**src/rtl/alu_seq_exec.sv**
```systemverilog
// alu_seq_exec: execute stage with single-cycle ADD/SUB/AND/OR and
// iterative shift-add MUL / restoring DIV under a start/busy/done handshake.
module alu_seq_exec #(
  parameter int WIDTH = 8
) (
  input  logic             clk,
  input  logic             rst_n,
  input  logic             start,
  input  logic [2:0]       op_select,
  input  logic             sub,
  input  logic [WIDTH-1:0] a,
  input  logic [WIDTH-1:0] b,
  output logic             busy,
  output logic             done,
  output logic [WIDTH-1:0] result,
  output logic [WIDTH-1:0] result_hi,
  output logic             zero,
  output logic             carry,
  output logic             div_by_zero
);

  localparam int CW = $clog2(WIDTH + 1);

  typedef enum logic {
    IDLE,
    RUN
  } state_e;

  state_e           state_q, state_d;
  logic             isDiv_q, isDiv_d;
  logic [WIDTH-1:0] operand_q, operand_d;
  logic [WIDTH-1:0] hi_q, hi_d;
  logic [WIDTH-1:0] lo_q, lo_d;
  logic [CW-1:0]    cnt_q, cnt_d;
  logic [WIDTH-1:0] result_q, result_d;
  logic [WIDTH-1:0] resultHi_q, resultHi_d;
  logic             zero_q, zero_d;
  logic             carry_q, carry_d;
  logic             dbz_q, dbz_d;
  logic             done_q, done_d;

  logic             addSub;
  logic [WIDTH:0]   sum;
  logic [WIDTH:0]   mulSum;
  logic [WIDTH:0]   divShift;
  logic [WIDTH:0]   divTrial;
  logic             divFits;
  logic [WIDTH-1:0] iterHi;
  logic [WIDTH-1:0] iterLo;
  logic [WIDTH-1:0] logicRes;

  // Registers for FSM state, iteration datapath and all visible outputs.
  always_ff @(posedge clk or negedge rst_n) begin
    if (!rst_n) begin
      state_q    <= IDLE;
      isDiv_q    <= 1'b0;
      operand_q  <= '0;
      hi_q       <= '0;
      lo_q       <= '0;
      cnt_q      <= '0;
      result_q   <= '0;
      resultHi_q <= '0;
      zero_q     <= 1'b0;
      carry_q    <= 1'b0;
      dbz_q      <= 1'b0;
      done_q     <= 1'b0;
    end else begin
      state_q    <= state_d;
      isDiv_q    <= isDiv_d;
      operand_q  <= operand_d;
      hi_q       <= hi_d;
      lo_q       <= lo_d;
      cnt_q      <= cnt_d;
      result_q   <= result_d;
      resultHi_q <= resultHi_d;
      zero_q     <= zero_d;
      carry_q    <= carry_d;
      dbz_q      <= dbz_d;
      done_q     <= done_d;
    end
  end

  // Arithmetic helpers: the adder, and one MUL or DIV step on the held state.
  always_comb begin
    addSub   = sub && (op_select == 3'b000 || op_select == 3'b001);
    sum      = {1'b0, a} + {1'b0, b ^ {WIDTH{addSub}}} + {{WIDTH{1'b0}}, addSub};
    logicRes = (op_select == 3'b010) ? (a & b) : (a | b);
    // Multiplier step: conditionally add multiplicand to the upper half, then shift right.
    mulSum   = {1'b0, hi_q} + (lo_q[0] ? {1'b0, operand_q} : {(WIDTH+1){1'b0}});
    // Divider step: shift in next dividend bit, trial-subtract the divisor.
    divShift = {hi_q, lo_q[WIDTH-1]};
    divTrial = divShift - {1'b0, operand_q};
    divFits  = ~divTrial[WIDTH];
    if (isDiv_q) begin
      iterHi = divFits ? divTrial[WIDTH-1:0] : divShift[WIDTH-1:0];
      iterLo = {lo_q[WIDTH-2:0], divFits};
    end else begin
      iterHi = mulSum[WIDTH:1];
      iterLo = {mulSum[0], lo_q[WIDTH-1:1]};
    end
  end

  // Next-state logic: accept new ops in IDLE, iterate and finish in RUN.
  always_comb begin
    state_d    = state_q;
    isDiv_d    = isDiv_q;
    operand_d  = operand_q;
    hi_d       = hi_q;
    lo_d       = lo_q;
    cnt_d      = cnt_q;
    result_d   = result_q;
    resultHi_d = resultHi_q;
    zero_d     = zero_q;
    carry_d    = carry_q;
    dbz_d      = dbz_q;
    done_d     = 1'b0;
    case (state_q)
      IDLE: begin
        if (start) begin
          case (op_select)
            3'b100: begin
              state_d   = RUN;
              isDiv_d   = 1'b0;
              operand_d = a;
              hi_d      = '0;
              lo_d      = b;
              cnt_d     = CW'(WIDTH);
            end
            3'b101: begin
              if (b == '0) begin
                result_d   = '1;
                resultHi_d = a;
                zero_d     = 1'b0;
                carry_d    = 1'b0;
                dbz_d      = 1'b1;
                done_d     = 1'b1;
              end else begin
                state_d   = RUN;
                isDiv_d   = 1'b1;
                operand_d = b;
                hi_d      = '0;
                lo_d      = a;
                cnt_d     = CW'(WIDTH);
              end
            end
            3'b010, 3'b011: begin
              result_d   = logicRes;
              resultHi_d = '0;
              zero_d     = (logicRes == '0);
              carry_d    = 1'b0;
              dbz_d      = 1'b0;
              done_d     = 1'b1;
            end
            default: begin
              result_d   = sum[WIDTH-1:0];
              resultHi_d = '0;
              zero_d     = (sum[WIDTH-1:0] == '0);
              carry_d    = sum[WIDTH];
              dbz_d      = 1'b0;
              done_d     = 1'b1;
            end
          endcase
        end
      end
      RUN: begin
        hi_d  = iterHi;
        lo_d  = iterLo;
        cnt_d = cnt_q - CW'(1);
        if (cnt_q == CW'(1)) begin
          state_d    = IDLE;
          result_d   = iterLo;
          resultHi_d = iterHi;
          zero_d     = (iterLo == '0);
          carry_d    = 1'b0;
          dbz_d      = 1'b0;
          done_d     = 1'b1;
        end
      end
      default: state_d = IDLE;
    endcase
  end

  assign busy        = (state_q == RUN);
  assign done        = done_q;
  assign result      = result_q;
  assign result_hi   = resultHi_q;
  assign zero        = zero_q;
  assign carry       = carry_q;
  assign div_by_zero = dbz_q;

endmodule

```
**config.mk**
```make
export PLATFORM = sky130hd
export DESIGN_NAME = alu_seq_exec
export DESIGN_NICKNAME = d
export VERILOG_FILES = /design/src/rtl/alu_seq_exec.sv
export SDC_FILE = /design/constraint.sdc
export NUM_CORES = 1
export LEC_CHECK = 0
export CORE_ASPECT_RATIO = 1.5
export CORE_UTILIZATION = 53
export CTS_CLUSTER_DIAMETER = 100
export CTS_CLUSTER_SIZE = 40
export DETAILED_ROUTE_END_ITERATION = 7
export GPL_ROUTABILITY_DRIVEN = 0
export PLACE_DENSITY = 0.89
export SETUP_SLACK_MARGIN = 0.1
export SKIP_LAST_GASP = 1
export SYNTH_ARGS = -nofsm -noshare
export SYNTH_HDL_FRONTEND = slang
export SYNTH_SLANG_ARGS = --single-unit
export TNS_END_PERCENT = 5
```
**constraint.sdc**
```tcl
create_clock -name clk -period 2.5 [get_ports clk]
set_input_delay 0.375 -clock clk [delete_from_list [all_inputs] [get_ports clk]]
set_output_delay 0.375 -clock clk [all_outputs]
set_load 0.05 [all_outputs]
```
# Word-level counts from Yosys, hierarchy flattened
# Index checks and enable logic that the tools add are counted.
[classes] muxes=54 addsub=5 bitwise=5 reduce_logical=12 n_eq_ne=13
[ops] operator="$mux W8" count=16
[ops] operator="$pmux W8 S2" count=8
[ops] operator="$logic_not A8 Y1" count=4
[ops] operator="$pmux W8 S3" count=1
[ops] operator="$add A8 B8 Y9" count=2
[ops] operator="$pmux W1 S2" count=9
[ops] operator="$pmux W4 S2" count=2
[ops] operator="$mux W1" count=14
[ops] operator="$add A9 B1 Y9" count=1
[ops] operator="$sub A9 B8 Y9" count=1
[ops] operator="$and A8 B8 Y8" count=1
[ops] operator="$mux W4" count=2
[ops] operator="$or A8 B8 Y8" count=1
[ops] operator="$reduce_and A4 Y1" count=2
[ops] operator="$xor A8 B8 Y8" count=1
[ops] operator="$eq A3 B2 Y1 const B" count=2
[ops] operator="$eq A3 B3 Y1 const B" count=2
[ops] operator="$ne A2 B2 Y1 const B" count=3
[ops] operator="$ne A3 B3 Y1 const B" count=2
[ops] operator="$pmux W1 S3" count=2
[ops] operator="$eq A4 B1 Y1 const B" count=1
[ops] operator="$sub A4 B1 Y4 const B" count=1
[ops] operator="$eq A3 B1 Y1 const B" count=1
[ops] operator="$logic_not A3 Y1" count=1
[ops] operator="other kinds (8)" count=9
[word_totals] inputBits=23 wordCells=101 output_inout_bits=21 ff_bits=50

# Depth between registers and ports, before layout
[logic_depth] ltp_word=10 mapped_depth=11 mapped_depth_nobuf=10

# Worst setup path after synthesis
# OpenSTA, ideal clock, no wires.
[synth_timing] kind="flip-flop to flip-flop" start="register lo_q[7]" end="register hi_q[7]" required_ns=2.374 path_buffers=0 setup_ns=0.126 slack_ns=-0.247 stages_incl_launch_ff=11 synth_period_minus_slack_ns=2.747 arrival_time_ns=2.621 cell_sequence="dfrtp_1 > inv_1 > ha_1 > inv_1 > fa_1 > a21o_1 > a22oi_4 > mux2_4 > or3_1 > o211a_1 > a221o_1"
[synth_between] elab_chain_len=4
[synth_lines] item="start: declaration" line_no="33" source="logic [WIDTH-1:0] lo_q, lo_d;"
[synth_lines] item="start signal: assignment" line_no="72" source="lo_q <= lo_d;"
[synth_lines] item="$sub A9 B8 Y9" line_no="92" source="divTrial = divShift - {1'b0, operand_q};"
[synth_lines] item="$mux W8" line_no="95" source="iterHi = divFits ? divTrial[WIDTH-1:0] : divShift[WIDTH-1:0];"
[synth_lines] item="$mux W8" line_no="94" source="if (isDiv_q) begin"
[synth_lines] item="$pmux W8 S2" line_no="117" source="case (state_q)"
[synth_lines] item="end signal: assignment" line_no="71" source="hi_q <= hi_d;"
[synth_lines] item="end: declaration" line_no="32" source="logic [WIDTH-1:0] hi_q, hi_d;"
# Every way passes these cells.
# A chain may end at the register's enable or synchronous reset.

# Worst setup path in the final report
[layout_timing] start="register operand_q[0]" end="register hi_q[7]"
[layout_between] elab_chain_len=4 word_cells_on_any_way=6 classes_between="add/sub: 2; mux: 4"
[layout_lines] item="start: declaration" line_no="31" source="logic [WIDTH-1:0] operand_q, operand_d;"
[layout_lines] item="start signal: assignment" line_no="70" source="operand_q <= operand_d;"
[layout_lines] item="$sub A9 B8 Y9 or $mux W8 (tied branches)" line_no="92, 89"
[layout_lines] item="$mux W8 or $add A8 B8 Y9 (tied branches)" line_no="95, 89"
[layout_lines] item="$mux W8 (*)" line_no="94"
[layout_lines] item="$pmux W8 S2 (*)" line_no="117"
# Every way passes the cells marked *; elsewhere a longest branch is shown, timed or not.

==> flow_summary.toml <==
[synth]
yosysWarnings = 0
synthDistinctLibCells = 69
yosysTopAreaCell = "dfrtp_1"
synth-seq-cells = 50
async_reset_ff_share_pct = 100
ys.flop_type = "dfrtp_1"
synth.top_cell.area_share_pct = 28.6
synth.avg_cell_area_sq_um = 8.25
seq_area_frac_synth_pct = 28.6
synth.area.top_cells = "dfrtp_1, ha_1, nand2_1, o21ai_0, nor2_1"
synth_area_sq_um = 4380
syn_nets = 585
synth_cells = 531
synth_edf_count = 0

[finish]
area_delta_synth_final_pct = 36.8
final_cells = 778
fillCellCount = 476
drive_gt1_share_pct = 23.6
final_common_cell = "buf_4"
final_cell_mix = "buf_4, nand2_1, dfrtp_1"
final_net_count = 726
n_antenna_cell = 0

[drt]
drc = 1
first_iter_violations = 790
wl_um = 17700
vias = 5476
wl_per_cell_um = 22.8
ant_nets = 0
dr.pass1.iters = 8
via_per_inst = 7.04

[timing]
finalCritPeriodShare_pct = 114
relSlewSlack_pct = 40.6
maxSlewViolCount = 0
max_slew.worst_pin.slew_ns = 0.886
tns_ns = -6.34
setup_viol = 27
rsz0062_at_grt = "yes"
hold_violations = 0
max_freq_mhz = 351
setup_ws_ns = -0.348
finalClockSkew_ns = 0.00584
min_period_ns = 2.85

[floorplanning]
die-area_sq_um = 8640
core_area_sq_um = 8010
ios = 44
fp-row-count = 40
die_w_um = 76.2
initial_core_util_pct = 54.7
die_y_um = 113

[worst_setup_path]
crit_chain = "buf_6 -> and2_4 -> ha_4 -> fa_2 -> a211oi_2 -> buf_4 -> o21ai_2 -> o211a_1 -> o41a_1 -> o211a_1 -> a221o_1"
critPathSlowestCell = "fa_2"
path_common_cell = "o211a_1"
r2r_slack_ns = -0.35
cp.arrival_ns = 3.04
rr_worst_depth = 11
cp-start-kind = "flop"
crit_type = "flop to flop"
r2r-start = "operand_q[0]"
required_ns = 2.69
path_max_fanout = 3
end_kind = "flop"
slowest_delay_ns = 0.42
r2r-end = "hi_q[7]"

[global_routing]
antenna_found_initial = 0
gr-total-overflow = 0
grt_pass1_wl_um = 28300
grt_usage_pct = 42.7
grt_pass1_vias = 5595
grt_max_degree = 51

[power_and_ir_drop]
p_comb_share_pct = 75.5
seq_power_share_pct = 16.7
p_int_uw = 4810
clkPwrFrac_pct = 7.8
powerDensity_nw_per_um2 = 1620
p_sw_uw = 4920
swShare_pct = 50.6
ir_drop_mv = 1.17
p_leak_uw = 0.00279
totalPowerFinal_uw = 9720

[clock_network]
path_clk_slew_ns = 0.07
cts_buffers = 5
cts_root_buffer = "clkbuf_16"
ctsHtreeMaxLevel = 2
clk_path_buf_depth = 2
cts_sinks = 50
cts_tree = "built"
clk_latency_ns = 0.31

[hold_path]
holdCritPathClass = "primary input to asynchronous set/reset pin"

[run_status]
status = "finished, violations left"
violations = "design-rule violations, negative setup slack"

[placed_design]
hpwl_um = 12100
portBuffers = 43
placed_cells = 766

[run]
maxCapViolCount = 0
[registers in the layout (all words and copies together) (netlist names)]
signal and flops:
cnt_q 4, operand_q 8, result_hi 8, lo_q 8, zero 1, done 1
busy 1, hi_q 8, isDiv_q 1, div_by_zero 1, carry 1, result 8
[what timing repair did]
action | CTS | global route
hold buffers | 0 | 0
pin swaps | 5 | 11
setup endpoints to repair | 27 | 27
buffers inserted | 2 | 2
gates resized for setup | 10 | 17
[layout make-up]
class / instances / area (sq um) / area share, %
sequential: 50 / 1250 / 20.9
tap: 105 / 131 / 2.19
inverter: 21 / 78.8 / 1.32
clock inverter: 1 / 8.76 / 0.146
timing repair buffer: 159 / 1330 / 22.1
multi-input combinational: 435 / 3040 / 50.8
clock buffer: 7 / 153 / 2.55
[per-stage QoR]
step                util [%]  hold slack, ns  worst slack [ns]  instance area, sq um
finish                  74.8           0.161            -0.348                  5990
global route            74.8           0.217            -0.461                  5990
CTS                     73.9           0.195            -0.278                  5920
detailed placement      71.1           0.466            -0.670                  5700
global placement        71.1           0.468            -0.546                  5700
floorplan                  -          0.0794            -0.211                  4380
[layer usage]
layer / GRT usage [%] / vias to the layer above / part of all wire, %
met1: 41.4 / 2532 / 31
met5: 0 / - / 0
met2: 72.2 / 474 / 48
met4: 40.3 / 0 / 11
li1: - / 2250 / -
met3: 12.4 / 220 / 9.2
[Yosys cell counts (10+ instances only)]
| master | number |
|---|---|
| a21oi_1 | 30 |
| inv_1 | 19 |
| a21o_1 | 10 |
| nor3_1 | 14 |
| xor2_1 | 12 |
| a211oi_1 | 19 |
| clkbuf_1 | 12 |
| nand2_1 | 59 |
| nor2_1 | 47 |
| o21ai_0 | 43 |
| o31ai_1 | 13 |
| dfrtp_1 | 50 |
| ha_1 | 28 |
| mux2i_1 | 14 |
[kinds of logic after synthesis]
family                   after synthesis  synth area share (%)
AO/OA/AOI/OAI                        183                  28.6
multiplexers                          20                  4.83
AND/OR/NAND/NOR                      179                  19.8
XOR/XNOR                              19                  3.80
buffers and inverters                 46                  4.34
adder cells (fa/ha/maj)               34                  10.1
flip-flops                            50                  28.6
[worst max path at each step]
stage	slack, ns	start	endpoint	cells after the start
5_1_grt	-0.46	operand_q[0]	result[0]	12
3_5_place_dp	-0.67	sub	result[6]	11
3_3_place_gp	-0.55	sub	result[6]	11
2_1_floorplan	-0.21	lo_q[7]	hi_q[7]	10
4_1_cts	-0.28	operand_q[0]	hi_q[7]	11
6_report	-0.35	operand_q[0]	hi_q[7]	11
[critical path: cells and delay by family (launching register included)]
kind                       cells  cell delay, ns
buffers and inverters          2            0.29
AOI/OAI and AO/OA              6            1.29
DFF                            1            0.40
and+or+nand+nor                1            0.16
adders and majority gates      2            0.59
[power groups by stage]
stage | sequential, uW | clock [uW] | combinational, uW
finish | 1630 | 756 | 7340
floorplan | 2020 | 0 | 3420
CTS | 1590 | 743 | 6790
global route | 1660 | 783 | 7800
detailed placement | 1580 | 0 | 6510
global placement | 1570 | 0 | 6200
(Power assumes the default switching activity.)
